`src/rtl/branch_resolve_unit.sv`:
```
// Branch resolution unit: evaluates one captured MIPS branch per request and
// drives a registered PC redirect, a bounded flush and a taken-branch counter.
module branch_resolve_unit #(
    parameter int unsigned FLUSH_CYCLES = 2,
    parameter int unsigned CNT_WIDTH    = 16
) (
    input  logic                 i_clk,
    input  logic                 i_rst_n,
    input  logic                 i_in_valid,
    output logic                 o_in_ready,
    input  logic [2:0]           i_br_op,
    input  logic [31:0]          i_rs,
    input  logic [31:0]          i_rt,
    input  logic [31:0]          i_pc_plus4,
    input  logic [15:0]          i_offset,
    input  logic                 i_kill,
    output logic                 o_redirect_valid,
    output logic [31:0]          o_redirect_pc,
    output logic                 o_flush,
    output logic [CNT_WIDTH-1:0] o_taken_cnt,
    output logic                 o_bad_op
);

    // state   | meaning
    // S_IDLE  | ready for a branch request
    // S_EVAL  | captured branch is evaluated; kill may squash it here
    // S_FLUSH | redirect issued, flush held for FLUSH_CYCLES cycles
    typedef enum logic [1:0] {
        S_IDLE  = 2'd0,
        S_EVAL  = 2'd1,
        S_FLUSH = 2'd2
    } state_t;

    localparam logic [3:0] FLUSH_LOAD = 4'(FLUSH_CYCLES - 1);
    localparam logic [2:0] OP_BEQ  = 3'd0;
    localparam logic [2:0] OP_BNE  = 3'd1;
    localparam logic [2:0] OP_BLEZ = 3'd2;
    localparam logic [2:0] OP_BGTZ = 3'd3;
    localparam logic [2:0] OP_BLTZ = 3'd4;
    localparam logic [2:0] OP_BGEZ = 3'd5;
    localparam logic [2:0] OP_ALW  = 3'd6;
    localparam logic [2:0] OP_RSVD = 3'd7;

    state_t                 r_state;
    state_t                 w_next_state;
    logic [2:0]             r_op;
    logic [31:0]            r_rs;
    logic [31:0]            r_rt;
    logic [31:0]            r_pc_plus4;
    logic [15:0]            r_offset;
    logic [3:0]             r_flush_cnt;
    logic                   r_redirect_valid;
    logic [31:0]            r_redirect_pc;
    logic                   r_flush;
    logic [CNT_WIDTH-1:0]   r_taken_cnt;
    logic                   r_bad_op;

    logic                   w_accept;
    logic                   w_cond;
    logic                   w_taken_go;
    logic                   w_rs_zero;
    logic [31:0]            w_target;

    assign w_accept  = i_in_valid && (r_state == S_IDLE);
    assign w_rs_zero = (r_rs == 32'd0);
    // Word offset scaled to bytes; the add wraps modulo 2^32 by construction.
    assign w_target  = r_pc_plus4 + {{14{r_offset[15]}}, r_offset, 2'b00};

    always_comb begin
        w_cond = 1'b0;
        case (r_op)
            OP_BEQ:  w_cond = (r_rs == r_rt);
            OP_BNE:  w_cond = (r_rs != r_rt);
            OP_BLEZ: w_cond = w_rs_zero || r_rs[31];
            OP_BGTZ: w_cond = !w_rs_zero && !r_rs[31];
            OP_BLTZ: w_cond = r_rs[31];
            OP_BGEZ: w_cond = !r_rs[31];
            OP_ALW:  w_cond = 1'b1;
            default: w_cond = 1'b0;
        endcase
    end

    assign w_taken_go = (r_state == S_EVAL) && w_cond && !i_kill;

    always_ff @(posedge i_clk or negedge i_rst_n) begin
        if (!i_rst_n) begin
            r_state <= S_IDLE;
        end else begin
            r_state <= w_next_state;
        end
    end

    always_comb begin
        w_next_state = r_state;
        case (r_state)
            S_IDLE: begin
                if (w_accept) begin
                    w_next_state = S_EVAL;
                end
            end
            S_EVAL: begin
                w_next_state = w_taken_go ? S_FLUSH : S_IDLE;
            end
            S_FLUSH: begin
                if (r_flush_cnt == 4'd0) begin
                    w_next_state = S_IDLE;
                end
            end
            default: w_next_state = S_IDLE;
        endcase
    end

    always_ff @(posedge i_clk or negedge i_rst_n) begin
        if (!i_rst_n) begin
            r_op             <= 3'd0;
            r_rs             <= 32'd0;
            r_rt             <= 32'd0;
            r_pc_plus4       <= 32'd0;
            r_offset         <= 16'd0;
            r_flush_cnt      <= 4'd0;
            r_redirect_valid <= 1'b0;
            r_redirect_pc    <= 32'd0;
            r_flush          <= 1'b0;
            r_taken_cnt      <= '0;
            r_bad_op         <= 1'b0;
        end else begin
            if (w_accept) begin
                r_op       <= i_br_op;
                r_rs       <= i_rs;
                r_rt       <= i_rt;
                r_pc_plus4 <= i_pc_plus4;
                r_offset   <= i_offset;
            end
            if (r_state == S_EVAL) begin
                if (r_op == OP_RSVD) begin
                    r_bad_op <= 1'b1;
                end
                if (w_taken_go) begin
                    r_redirect_valid <= 1'b1;
                    r_redirect_pc    <= w_target;
                    r_flush          <= 1'b1;
                    r_flush_cnt      <= FLUSH_LOAD;
                    if (r_taken_cnt != '1) begin
                        r_taken_cnt <= r_taken_cnt + {{(CNT_WIDTH-1){1'b0}}, 1'b1};
                    end
                end
            end
            if (r_state == S_FLUSH) begin
                r_redirect_valid <= 1'b0;
                if (r_flush_cnt == 4'd0) begin
                    r_flush <= 1'b0;
                end else begin
                    r_flush_cnt <= r_flush_cnt - 4'd1;
                end
            end
        end
    end

    assign o_in_ready       = (r_state == S_IDLE);
    assign o_redirect_valid = r_redirect_valid;
    assign o_redirect_pc    = r_redirect_pc;
    assign o_flush          = r_flush;
    assign o_taken_cnt      = r_taken_cnt;
    assign o_bad_op         = r_bad_op;

endmodule

```
`config.mk`:
```
export PLATFORM = sky130hd
export DESIGN_NAME = branch_resolve_unit
export DESIGN_NICKNAME = d
export VERILOG_FILES = /design/src/rtl/branch_resolve_unit.sv
export SDC_FILE = /design/constraint.sdc
export NUM_CORES = 1
export LEC_CHECK = 0
export BUFFER_PORTS_ARGS = -buffer_cell sky130_fd_sc_hd__buf_2
export CORE_AREA = 3 3 152 154
export CTS_CLUSTER_DIAMETER = 80
export DETAILED_ROUTE_END_ITERATION = 10
export DIE_AREA = 0 0 155 157
export GPL_TIMING_DRIVEN = 0
export MAX_ROUTING_LAYER = met4
export SYNTH_ARGS = -nofsm -noshare
export SYNTH_HDL_FRONTEND = slang
export SYNTH_SLANG_ARGS = --single-unit
```
`constraint.sdc`:
```
create_clock -name i_clk -period 7 [get_ports i_clk]
set_clock_uncertainty 0.2 [all_clocks]
set_input_delay 1.05 -clock i_clk [delete_from_list [all_inputs] [get_ports i_clk]]
set_output_delay 1.05 -clock i_clk [all_outputs]
set_load 0.005 [all_outputs]
```
* Word-level counts from Yosys, hierarchy flattened
Cells that the tools add are included.
Word-level totals: logic and storage cells 64, output and inout port bits 52, bits in registers 172, input bits 119
Cells by class: reduce and logical (&&, ||, !) cells 19, multiplexer cells 16, add/sub/neg operators 3, equality and inequality tests 14
Operators by type and width (count):
- $add 32x32->32 | 1
- $eq 32x32->1 | 1
- $logic_not 32->1 | 1
- $ne 32x32->1 | 1
- $add 16x1->16 const B | 1
- $mux 4 | 4
- $ne 16x16->1 const B | 1
- $eq 3x3->1 const B | 4
- $reduce_and 2->1 | 4
- $mux 1 | 7
- $pmux 1 s7 | 1
- $eq 3x2->1 const B | 2
- $mux 2 | 3
- $pmux 2 s3 | 1
- $logic_and 1x1->1 | 4
- $logic_not 4->1 | 1
- $reduce_bool 2->1 | 2
- $sub 4x1->4 const B | 1
- $eq 3x1->1 const B | 1
- $logic_not 1->1 | 3
- $logic_not 3->1 | 1
- $reduce_and 3->1 | 1
- $eq 2x1->1 const B | 1
- $eq 2x2->1 const B | 1
- 4 further kinds | 4

* Longest topological paths before layout
Gate-level depths: netlist of the first run.
depth after elaboration 10, depth in mapped cells 11

* Least setup slack after synthesis of the first run
No wires, ideal clock.
path kind register -> register, from register r_offset[15], to register r_redirect_pc[24] (netlist: o_redirect_pc[24]), arrival 2575 ps, slack 4107 ps, period minus slack after synthesis 2893 ps, stages on the path, launching flop included 10, path buffers 0, data required time 6682 ps, cells stage by stage dfrtp_1 > ha_1 > and3_1 > and2_1 > a221oi_1 > o21ai_0 > a41oi_1 > mux2i_1 > a31oi_1 > a21o_1
On the way: cells in the longest elaborated chain, start to end 1
Ends and longest elaborated chain:
- from (decl) | RTL line 50 | logic [15:0] r_offset;
- from (signal assigned) | RTL line 132 | r_offset <= i_offset;
- $add 32x32->32 | RTL line 67 | assign w_target = r_pc_plus4 + {{14{r_offset[15]}}, r_offset, 2'b00};
- to (signal assigned) | RTL line 140 | r_redirect_pc <= w_target;
- to (decl) | RTL line 53 | logic [31:0] r_redirect_pc;
Every way passes these cells. A chain may end at the register's enable or synchronous reset.

* Worst setup path in the final report of the first run
Same ends and word-level chain as after synthesis.

==> results of run 1 <==
## placed cells by master, fill, tap and decap left out, drive strengths merged, types with 2 or more instances in the layout
master / synthesis / final
and2: 6 / 6
o41ai: 4 / 4
clkinv: 0 / 5
o311ai: 3 / 3
a211oi: 6 / 6
ha: 34 / 34
a311oi: 2 / 2
nor4: 13 / 13
mux2: 122 / 122
xor2: 25 / 25
a31oi: 5 / 5
buf: 13 / 184
nand2: 56 / 56
nand3: 15 / 15
o21bai: 3 / 3
nor2: 31 / 31
nor2b: 2 / 2
dfrtp: 172 / 172
inv: 21 / 30
clkbuf: 13 / 30
o31ai: 3 / 3
a21oi: 30 / 30
nor3b: 4 / 4
a22oi: 2 / 2
and3: 11 / 11
a211o: 2 / 2
mux2i: 4 / 4
nand2b: 9 / 9
a21o: 9 / 9
xnor2: 41 / 41
nor3: 19 / 19
nand4: 11 / 11
o31a: 2 / 2
o21ai: 43 / 43
o211ai: 2 / 2
## cell usage after synthesis (13+ instances only)
cell,instances
nor3_1,19
nand2_1,56
xnor2_1,41
ha_1,34
dfrtp_1,172
o21ai_0,42
mux2_2,121
nor2_1,31
a21oi_1,30
inv_1,21
nand3_1,15
clkbuf_1,13
xor2_1,25
## stage by stage
step | area (um^2) | instances | total power, mW | hold slack, ns | setup slack (ns)
CTS | 10500 | 1237 | 5.514 | 0.2820 | 3.457
finish | 10510 | 1238 | 5.467 | 0.2733 | 3.424
detailed placement | 9907 | 1205 | 4.536 | 0.2643 | 3.483
global placement | 9869 | 1204 | 4.481 | 0.2511 | 1.833
global route | 10510 | 1238 | 5.930 | 0.2955 | 3.183
floorplan | 8668 | 754 | 3.801 | 0.2602 | 4.107
## layout make-up
class | count | area share (%)
Clock buffer | 17 | 4.050
Antenna cell | 1 | 0.02382
Buffer | 26 | 1.060
Timing Repair Buffer | 171 | 8.456
Tap cell | 280 | 3.335
Clock inverter | 15 | 1.620
Sequential cell | 172 | 40.97
Inverter | 21 | 0.7504
Multi-Input combinational cell | 535 | 39.73
## metal layers
metal,global-route usage [%],share of wire (%)
met3,3.767,4.7
met1,23.42,46
met5,-,0
met2,28.20,48
met4,4.079,1.1
## state kept, by name, summed over array words and instances (netlist names), 2 cells and up
register       cells
o_redirect_pc     32
r_state            2
o_taken_cnt       16
r_rs              32
r_flush_cnt        4
r_offset          16
r_op               3
r_rt              32
r_pc_plus4        32
## worst max-delay path, cell delays in order, from the launching register on
cell and delay (ns):
dfrtp_1 0.78, ha_1 0.42, and3_1 0.25, and2_1 0.18, a221oi_1 0.22, o21ai_0 0.25
a41oi_1 0.61, mux2i_1 0.27, a31oi_1 0.11, a21o_1 0.16
## how the worst min path moves through the flow
stage / endpoint / slack (ns) / cells after the start
floorplan: o_bad_op / 0.26 / 1
global placement: o_redirect_pc[30] / 0.25 / 2
detailed placement: o_redirect_pc[24] / 0.26 / 1
CTS: o_redirect_pc[24] / 0.28 / 1
global route: o_redirect_pc[23] / 0.30 / 2
finish: o_redirect_pc[5] / 0.27 / 2
## power by group
part,internal [mW],switching [mW]
logic,1.30,1.40
clock network,0.484,0.468
registers,1.46,0.353
## logic make-up (layout without fill, tap and decap cells)
kind of cell | Yosys count | count (layout) | share of synthesized area (%)
AOI/OAI and AO/OA | 126 | 126 | 9.368
xor gates and xnor gates | 66 | 66 | 6.669
adders and majority gates | 35 | 35 | 5.139
buffers and inverters | 47 | 250 | 2.194
DFF | 172 | 172 | 49.65
muxes | 126 | 126 | 16.31
other | 0 | 1 | 0
and+or+nand+nor | 182 | 182 | 10.67
==> flow_metrics.py, run 1 <==
metrics = {
    "run_status": {
        "status": "complete, no violations",
    },
    "setup_path": {
        "worstPathMaxFanout": 16,
        "r2r_cells": 9,
        "rrSetupSlack_ns": 3.42,
        "worstPathArrival_ns": 3.69,
        "crit_end": "o_redirect_pc[24]",
        "crit_path_start_kind": "register",
        "cp-startpoint": "r_offset[15]",
        "worst_setup_path_end_kind": "register",
        "worstReg2RegStart": "r_offset[15]",
        "r2r-end": "o_redirect_pc[24]",
        "cp.required_ns": 7.11,
        "crit_type": "reg -> reg",
    },
    "synth": {
        "synth_area_leaders": "dfrtp_1, mux2_2, ha_1, xnor2_1, xor2_1",
        "ys_warn_count": 0,
        "ys_types": 58,
        "synth_ff_type": "dfrtp_1",
        "synth_top_area_cell": "dfrtp_1",
        "synthArstFlopShare_pct": 100.0,
        "yosysTopAreaCellShare_pct": 49.65,
        "seq_area_frac_synth_pct": 49.65,
        "syn_area_mm2": 0.008668,
        "synth_seq_cells": 172,
        "synthCells": 754,
        "synth_edf_count": 0,
        "synth_area_per_cell_um2": 11.50,
        "synth_nets": 908,
    },
    "clock_network": {
        "clk_latency_ns": 0.43,
        "cts_resized": 0,
        "htreeDepth": 4,
        "cts_tree": "built",
        "cts_setup_buffers": 0,
        "root_buffer": "clkbuf_16",
        "clk_pin_slew_ns": 0.08,
        "cts_hold_buf": 0,
        "cts_sinks": 172,
        "cts_buffers": 17,
        "cts.path.max_buffers": 2,
    },
    "floorplan": {
        "dieArea_mm2": 0.02434,
        "chipWidth_um": 155,
        "start_util_pct": 39.72,
        "core_area_mm2": 0.02182,
        "die_y_um": 157,
        "rows": 54,
        "ios": 171,
    },
    "worst_hold_path": {
        "worst_hold_path_type": "reg -> reg",
        "min_from": "o_redirect_pc[5]",
    },
    "timing": {
        "setup_viol": 0,
        "final_hold_viol_count": 0,
        "worstMarginPinSlew_ns": 0.7269,
        "relSlewSlack_pct": 51.54,
        "rsz0062_at_grt": "false",
        "fmax_mhz": 279.6,
        "tns_ns": 0,
        "final-max-slew-violation-count": 0,
        "post-route-period-util_pct": 51.09,
        "period_minus_slack_ns": 3.576,
    },
    "routing": {
        "wl_per_cell_um": 16.77,
        "via_count": 6288,
        "routed_wirelength_um": 20770,
        "post_drt_via_cell_ratio": 5.079,
        "drt_iter0_drc": 301,
        "ant_nets": 0,
        "drc": 0,
        "first_pass_iters": 5,
    },
    "pwr": {
        "total_leakage_power_nw": 4.836,
        "powerDensity_mw_per_mm2": 520.4,
        "vdd_drop_max_mv": 0.1890,
    },
    "placed_design": {
        "place.gp.congestion": 0.8356,
        "port_buffers": 170,
        "hpwl_um": 15590,
    },
    "layout": {
        "multi_input_area_mm2": 0.004174,
        "final_nets": 1098,
        "drive_above_1_share_pct": 35.32,
        "final_core_util_pct": 48.14,
        "n_fill_cell": 2045,
        "seqCellArea_mm2": 0.004304,
        "syn_to_final_growth_pct": 21.19,
    },
    "global_route": {
        "grt_max_degree": 110,
        "grt_pass1_wl_um": 33040,
        "track_usage_pct": 17.71,
        "grt_overflow": 0,
        "antenna_found_initial": 1,
        "grt_pass1_vias": 6228,
    },
    "job": {
        "maxCapViolCount": 0,
    },
}
Power figures use the tool's default switching activity.
==> run 2, diff against run 1 <==
Clock period 7 ns to 3.4 ns, I/O delays scaled along.
==> flow_metrics.py, run 2 (same netlist as run 1, synthesis figures left out) <==
metrics = {
    "run_status": {
        "status": "complete, no violations",
    },
    "timing": {
        "relSlewSlack_pct": 52.26,
        "setup_viol": 0,
        "rsz0062_at_grt": "false",
        "final-max-slew-violation-count": 0,
        "post-route-period-util_pct": 94.13,
        "fmax_mhz": 312.4,
        "period_minus_slack_ns": 3.201,
        "final_hold_viol_count": 0,
        "worstMarginPinSlew_ns": 0.7160,
    },
    "layout": {
        "n_fill_cell": 2046,
        "layout_common_cells": "buf_2, dfrtp_1, mux2_2",
        "final_nets": 1099,
        "drive_above_1_share_pct": 35.70,
        "stdcell_area_mm2": 0.01054,
        "syn_to_final_growth_pct": 21.55,
        "mostFrequentLayoutCell": "buf_2",
    },
    "routing": {
        "routed_wirelength_um": 20860,
        "post_drt_via_cell_ratio": 5.050,
        "via_count": 6257,
        "drc": 0,
        "drt_iter0_drc": 334,
        "first_pass_iters": 4,
        "wl_per_cell_um": 16.83,
        "ant_nets": 0,
    },
    "global_route": {
        "grt_pass1_vias": 6243,
        "grt_pass1_wl_um": 33160,
        "track_usage_pct": 17.77,
        "grt_max_degree": 110,
        "grt_overflow": 0,
        "antenna_found_initial": 1,
    },
    "pwr": {
        "powerDensity_mw_per_mm2": 1072,
        "vdd_drop_max_mv": 0.3898,
        "total_leakage_power_nw": 4.843,
        "power.total_mw": 11.30,
        "power.net_switching_mw": 4.597,
        "swShare_pct": 40.70,
        "p_int_mw": 6.699,
        "pwr-share-seq_pct": 33.1,
        "pwr-share-comb_pct": 49.5,
        "clkPwrFrac_pct": 17.4,
    },
    "placed_design": {
        "place.gp.congestion": 0.8356,
        "hpwl_um": 15590,
        "port_buffers": 170,
        "dpl_cell_area_mm2": 0.009907,
    },
    "floorplan": {
        "core_area_mm2": 0.02182,
        "chipWidth_um": 155,
        "rows": 54,
        "ios": 171,
        "dieArea_mm2": 0.02434,
        "start_util_pct": 39.72,
        "die_y_um": 157,
    },
    "clock_network": {
        "cts_setup_buffers": 0,
        "clk_latency_ns": 0.43,
        "root_buffer": "clkbuf_16",
        "cts_tree": "built",
        "cts.path.max_buffers": 2,
        "cts_buffers": 17,
        "htreeDepth": 4,
        "cts_sinks": 172,
        "clk_pin_slew_ns": 0.08,
    },
    "setup_path": {
        "crit_type": "reg -> reg",
        "worstPathMaxFanout": 5,
        "worstPathArrival_ns": 3.30,
        "cp.required_ns": 3.50,
        "worst_setup_path_end_kind": "register",
        "crit_path_start_kind": "register",
        "rrSetupSlack_ns": 0.20,
    },
    "worst_hold_path": {
        "worst_hold_path_type": "in -> reg",
    },
    "job": {
        "maxCapViolCount": 0,
    },
}
==> run 2: worst max-delay path: stages (launching register included) <==
cell	delay, ns
dfrtp_1	0.36
ha_1	0.22
inv_1	0.07
fa_1	0.40
nand2b_1	0.18
a21oi_1	0.24
o21ai_0	0.25
o21ai_2	0.29
a41oi_2	0.27
nor4b_1	0.23
o41ai_1	0.39
==> run 2: per-stage QoR <==
stage	setup slack (ns)	TNS (ns)	utilization [%]	hold slack [ns]	cells
5_1_grt	0.009184	0	48.28	0.08022	1239
4_1_cts	0.05401	0	48.21	0.08802	1238
3_3_place_gp	-1.227	-207.64	45.22	0.2511	1204
6_report	0.1994	0	48.28	0.1083	1239
3_5_place_dp	-0.1170	-0.3130	45.40	0.2643	1205
2_1_floorplan	0.5069	0	-	0.01441	754
==> run 2: final cells by class <==
type / instances / area (um^2) / share of cell area, %
sequential: 172 / 4305 / 40.86
buffer: 26 / 113.9 / 1.081
multi-input combinational: 535 / 4192 / 39.78
clock buffer: 17 / 425.4 / 4.038
inverter: 21 / 78.83 / 0.7481
clock inverter: 15 / 170.2 / 1.615
timing repair buffer: 172 / 898.4 / 8.526
antenna: 1 / 2.502 / 0.02375
tap: 280 / 350.3 / 3.325
==> run 2: power groups by stage <==
stage / combinational (mW) / sequential [mW] / clock, mW
global route: 6.27 / 3.87 / 2.11
global placement: 5.48 / 3.75 / 0
finish: 5.59 / 3.74 / 1.96
detailed placement: 5.56 / 3.78 / 0
CTS: 5.60 / 3.75 / 2.01
floorplan: 4.22 / 3.60 / 0
==> run 2: what timing repair did <==
| item | 4_1_cts | 5_1_grt |
|---|---|---|
| hold buffers | 1 | 0 |
| resized for setup | 3 | 4 |
| endpoints found under the hold margin | 63 | 0 |
| setup endpoints to repair | 8 | 7 |
==> run 2: layer usage <==
| layer | track usage, % | wire length (um) | vias up |
|---|---|---|---|
| met5 | - | 0 | - |
| met4 | 4.079 | 186 | 0 |
| met3 | 3.767 | 1000 | 16 |
| met2 | 28.35 | 10070 | 146 |
| met1 | 23.47 | 9598 | 2995 |
| li1 | - | - | 3100 |
==> run 2: path summary, 6_finish.rpt <==
path	from	depth (start not counted)	endpoint
setup / recovery	r_pc_plus4[2]	10	o_redirect_pc[30]
hold / removal	i_rt[17]	2	r_rt[17]
setup reg to reg	r_pc_plus4[2]	10	o_redirect_pc[30]
hold reg to reg	o_redirect_pc[5]	2	o_redirect_pc[5]
max in group asynchronous	i_rst_n	3	r_offset[15]
min in group asynchronous	i_rst_n	2	o_redirect_pc[16]
==> run 3, diff against run 2 <==
Settings changed: ABC_AREA set to 1, CORE_AREA 3 3 152 154 to 3 3 157 159, DIE_AREA 0 0 155 157 to 0 0 160 162.
==> flow_metrics.py, run 3 <==
metrics = {
    "synth": {
        "synth_seq_cells": 172,
        "ys_warn_count": 0,
        "synth_area_leaders": "dfrtp_1, nand2_1, mux2_2, nor2_1, ha_1",
        "synth_area_per_cell_um2": 8.763,
        "synthCells": 1059,
        "synth_edf_count": 0,
        "seq_area_frac_synth_pct": 46.38,
        "synth_ff_type": "dfrtp_1",
        "synth_top_area_cell": "dfrtp_1",
        "ys_types": 36,
        "synth_nets": 1213,
        "syn_area_mm2": 0.009280,
        "yosysTopAreaCellShare_pct": 46.38,
        "netlist_top_cells_count": "nand2_1, dfrtp_1, nor2_1",
        "synth.most_common_cell": "nand2_1",
        "synthArstFlopShare_pct": 100.0,
    },
    "setup_path": {
        "critPathMaxStageDelay_ns": 0.52,
        "critical_path.top_delay_family": "buffers and inverters",
        "worstPathArrival_ns": 3.03,
        "cp_cell_sequence": "inv_1, ha_1, nand2_1, clkbuf_1, buf_2, buf_1, a21oi_1",
        "cp-startpoint": "r_state[0]",
        "crit_cells": 7,
        "worst_setup_path_end_kind": "register",
        "rrSetupSlack_ns": 0.45,
        "worstPathMaxFanout": 10,
        "crit_path_start_kind": "register",
        "worstReg2RegStart": "r_state[0]",
        "cp.required_ns": 3.48,
        "crit_slowest_cell": "buf_1",
        "r2r_cells": 7,
        "r2r-end": "r_rt[20]",
        "crit_end": "r_rt[20]",
        "path_buf_inv": 4,
        "crit_type": "reg -> reg",
    },
    "pwr": {
        "swShare_pct": 44.48,
        "power.total_mw": 11.77,
        "pwr-share-seq_pct": 30.8,
        "vdd_drop_max_mv": 0.4425,
        "total_leakage_power_nw": 5.498,
        "clkPwrFrac_pct": 16.9,
        "pwr-share-comb_pct": 52.2,
        "power.net_switching_mw": 5.235,
        "powerDensity_mw_per_mm2": 1052,
        "p_int_mw": 6.535,
    },
    "timing": {
        "post-route-period-util_pct": 86.71,
        "worstMarginPinSlew_ns": 0.8208,
        "final-max-slew-violation-count": 0,
        "fin_ws_ns": 0.4519,
        "rsz0062_at_grt": "false",
        "fmax_mhz": 339.2,
        "final_hold_viol_count": 0,
        "relSlewSlack_pct": 45.28,
        "setup_viol": 0,
        "period_minus_slack_ns": 2.948,
    },
    "floorplan": {
        "start_util_pct": 39.65,
        "core_area_mm2": 0.02340,
        "rows": 56,
        "die_y_um": 162,
        "ios": 171,
        "dieArea_mm2": 0.02592,
        "chipWidth_um": 160,
    },
    "job": {
        "maxCapViolCount": 0,
    },
    "routing": {
        "post_drt_via_cell_ratio": 4.955,
        "drc": 0,
        "ant_nets": 0,
        "wl_per_cell_um": 15.91,
        "drt_iter0_drc": 470,
        "routed_wirelength_um": 25160,
        "via_count": 7839,
        "first_pass_iters": 5,
    },
    "global_route": {
        "grt_max_degree": 90,
        "grt_overflow": 0,
        "grt_pass1_vias": 7857,
        "antenna_found_initial": 0,
        "grt_pass1_wl_um": 40590,
        "track_usage_pct": 20.32,
    },
    "layout": {
        "fin_cells": 1582,
        "syn_to_final_growth_pct": 20.51,
        "multi_input_area_mm2": 0.004517,
        "num_antenna_cells": 0,
        "mostFrequentLayoutCell": "nand2_1",
        "final_core_util_pct": 47.79,
        "layout_common_cells": "nand2_1, buf_2, dfrtp_1",
        "final_nets": 1404,
        "n_fill_cell": 2324,
        "seqCellArea_mm2": 0.004304,
        "drive_above_1_share_pct": 24.15,
    },
    "clock_network": {
        "cts_buffers": 17,
        "cts_sinks": 172,
        "clk_pin_slew_ns": 0.08,
        "cts_setup_buffers": 0,
        "clk_latency_ns": 0.43,
        "root_buffer": "clkbuf_16",
        "cts_tree": "built",
        "htreeDepth": 4,
        "cts_resized": 0,
        "cts_hold_buf": 1,
        "cts.path.max_buffers": 2,
    },
    "placed_design": {
        "dp_cells": 1549,
        "port_buffers": 170,
        "hpwl_um": 19400,
        "dp_slack_ns": 0.4402,
        "place.gp.congestion": 0.9073,
    },
    "run_status": {
        "status": "complete, no violations",
    },
    "worst_hold_path": {
        "worst_hold_path_type": "in -> reg",
    },
}
[run 3: cell count changes in the layout (fill, tap and decap cells not counted), moves of 15 or more]
cell,change
a21oi_1,+52
nand4_1,+15
inv_1,+61
nand2_1,+194
mux2_2,-42
nor2_1,+84
o21ai_0,-17
o21ai_1,+22
nand3_1,+27
[run 3: power groups by stage]
stage	Clock (mW)	Combinational, mW	Sequential (mW)
final	1.99	6.15	3.63
after global routing	2.13	6.97	3.75
after CTS	2.04	6.18	3.64
after detailed placement	0	6.13	3.67
after global placement	0	6.08	3.64
after floorplan	0	4.52	3.50
[run 3: how the worst min path moves through the flow]
stage	start	end	slack, ns	depth (start not counted)
2_1_floorplan	i_rst_n	o_bad_op	0.01	0
3_3_place_gp	o_redirect_pc[29]	o_redirect_pc[29]	0.26	2
3_5_place_dp	o_redirect_pc[26]	o_redirect_pc[26]	0.26	2
4_1_cts	i_rt[8]	r_rt[8]	0.09	2
5_1_grt	i_rt[15]	r_rt[15]	0.09	2
6_report	i_rt[8]	r_rt[8]	0.10	2
[run 3: layer usage]
metal / track usage, % / vias up / part of all wire, % / wire [um]
met3: 3.979 / 25 / 4.4 / 1114
met5: - / - / 0 / 0
met1: 24.86 / 3733 / 44 / 11140
met4: 4.734 / 0 / 1.5 / 377
li1: - / 3881 / - / -
met2: 34.98 / 200 / 50 / 12530
[run 3: area by class of cell]
| cell class | count | area share, % |
|---|---|---|
| Multi-Input combinational cell | 772 | 40.39 |
| Sequential cell | 172 | 38.49 |
| Clock inverter | 15 | 1.611 |
| Clock buffer | 17 | 3.804 |
| Tap cell | 319 | 3.569 |
| Buffer | 28 | 1.186 |
| Inverter | 87 | 2.920 |
| Timing Repair Buffer | 172 | 8.033 |
[run 3: cells by family (layout without fill, tap and decap cells)]
logic type               Yosys count  after routing  synth area share [%]
XOR/XNOR                          58             58                 5.474
buffers and inverters            115            319                 4.948
adder cells (fa/ha/maj)           35             35                 4.800
AO/OA/AOI/OAI                    143            143                 8.076
AND/OR/NAND/NOR                  457            457                 20.74
flip-flops                       172            172                 46.38
multiplexers                      79             79                 9.586
[run 3: metrics by stage]
step / TNS, ns / cell area [um^2] / hold slack (ns)
2_1_floorplan: 0 / 9280 / 0.01441
3_3_place_gp: -210.03 / 10530 / 0.2622
3_5_place_dp: 0 / 10570 / 0.2645
4_1_cts: 0 / 11180 / 0.08572
5_1_grt: 0 / 11180 / 0.08618
6_report: 0 / 11180 / 0.1005
[run 3: worst register-to-register path, delay by kind of cell (launching register included)]
kind / cells / cell delay (ns)
simple gates: 1 / 0.41
flops: 1 / 0.35
buf+inv: 4 / 1.44
fa+ha+maj: 1 / 0.23
compound gates: 1 / 0.18
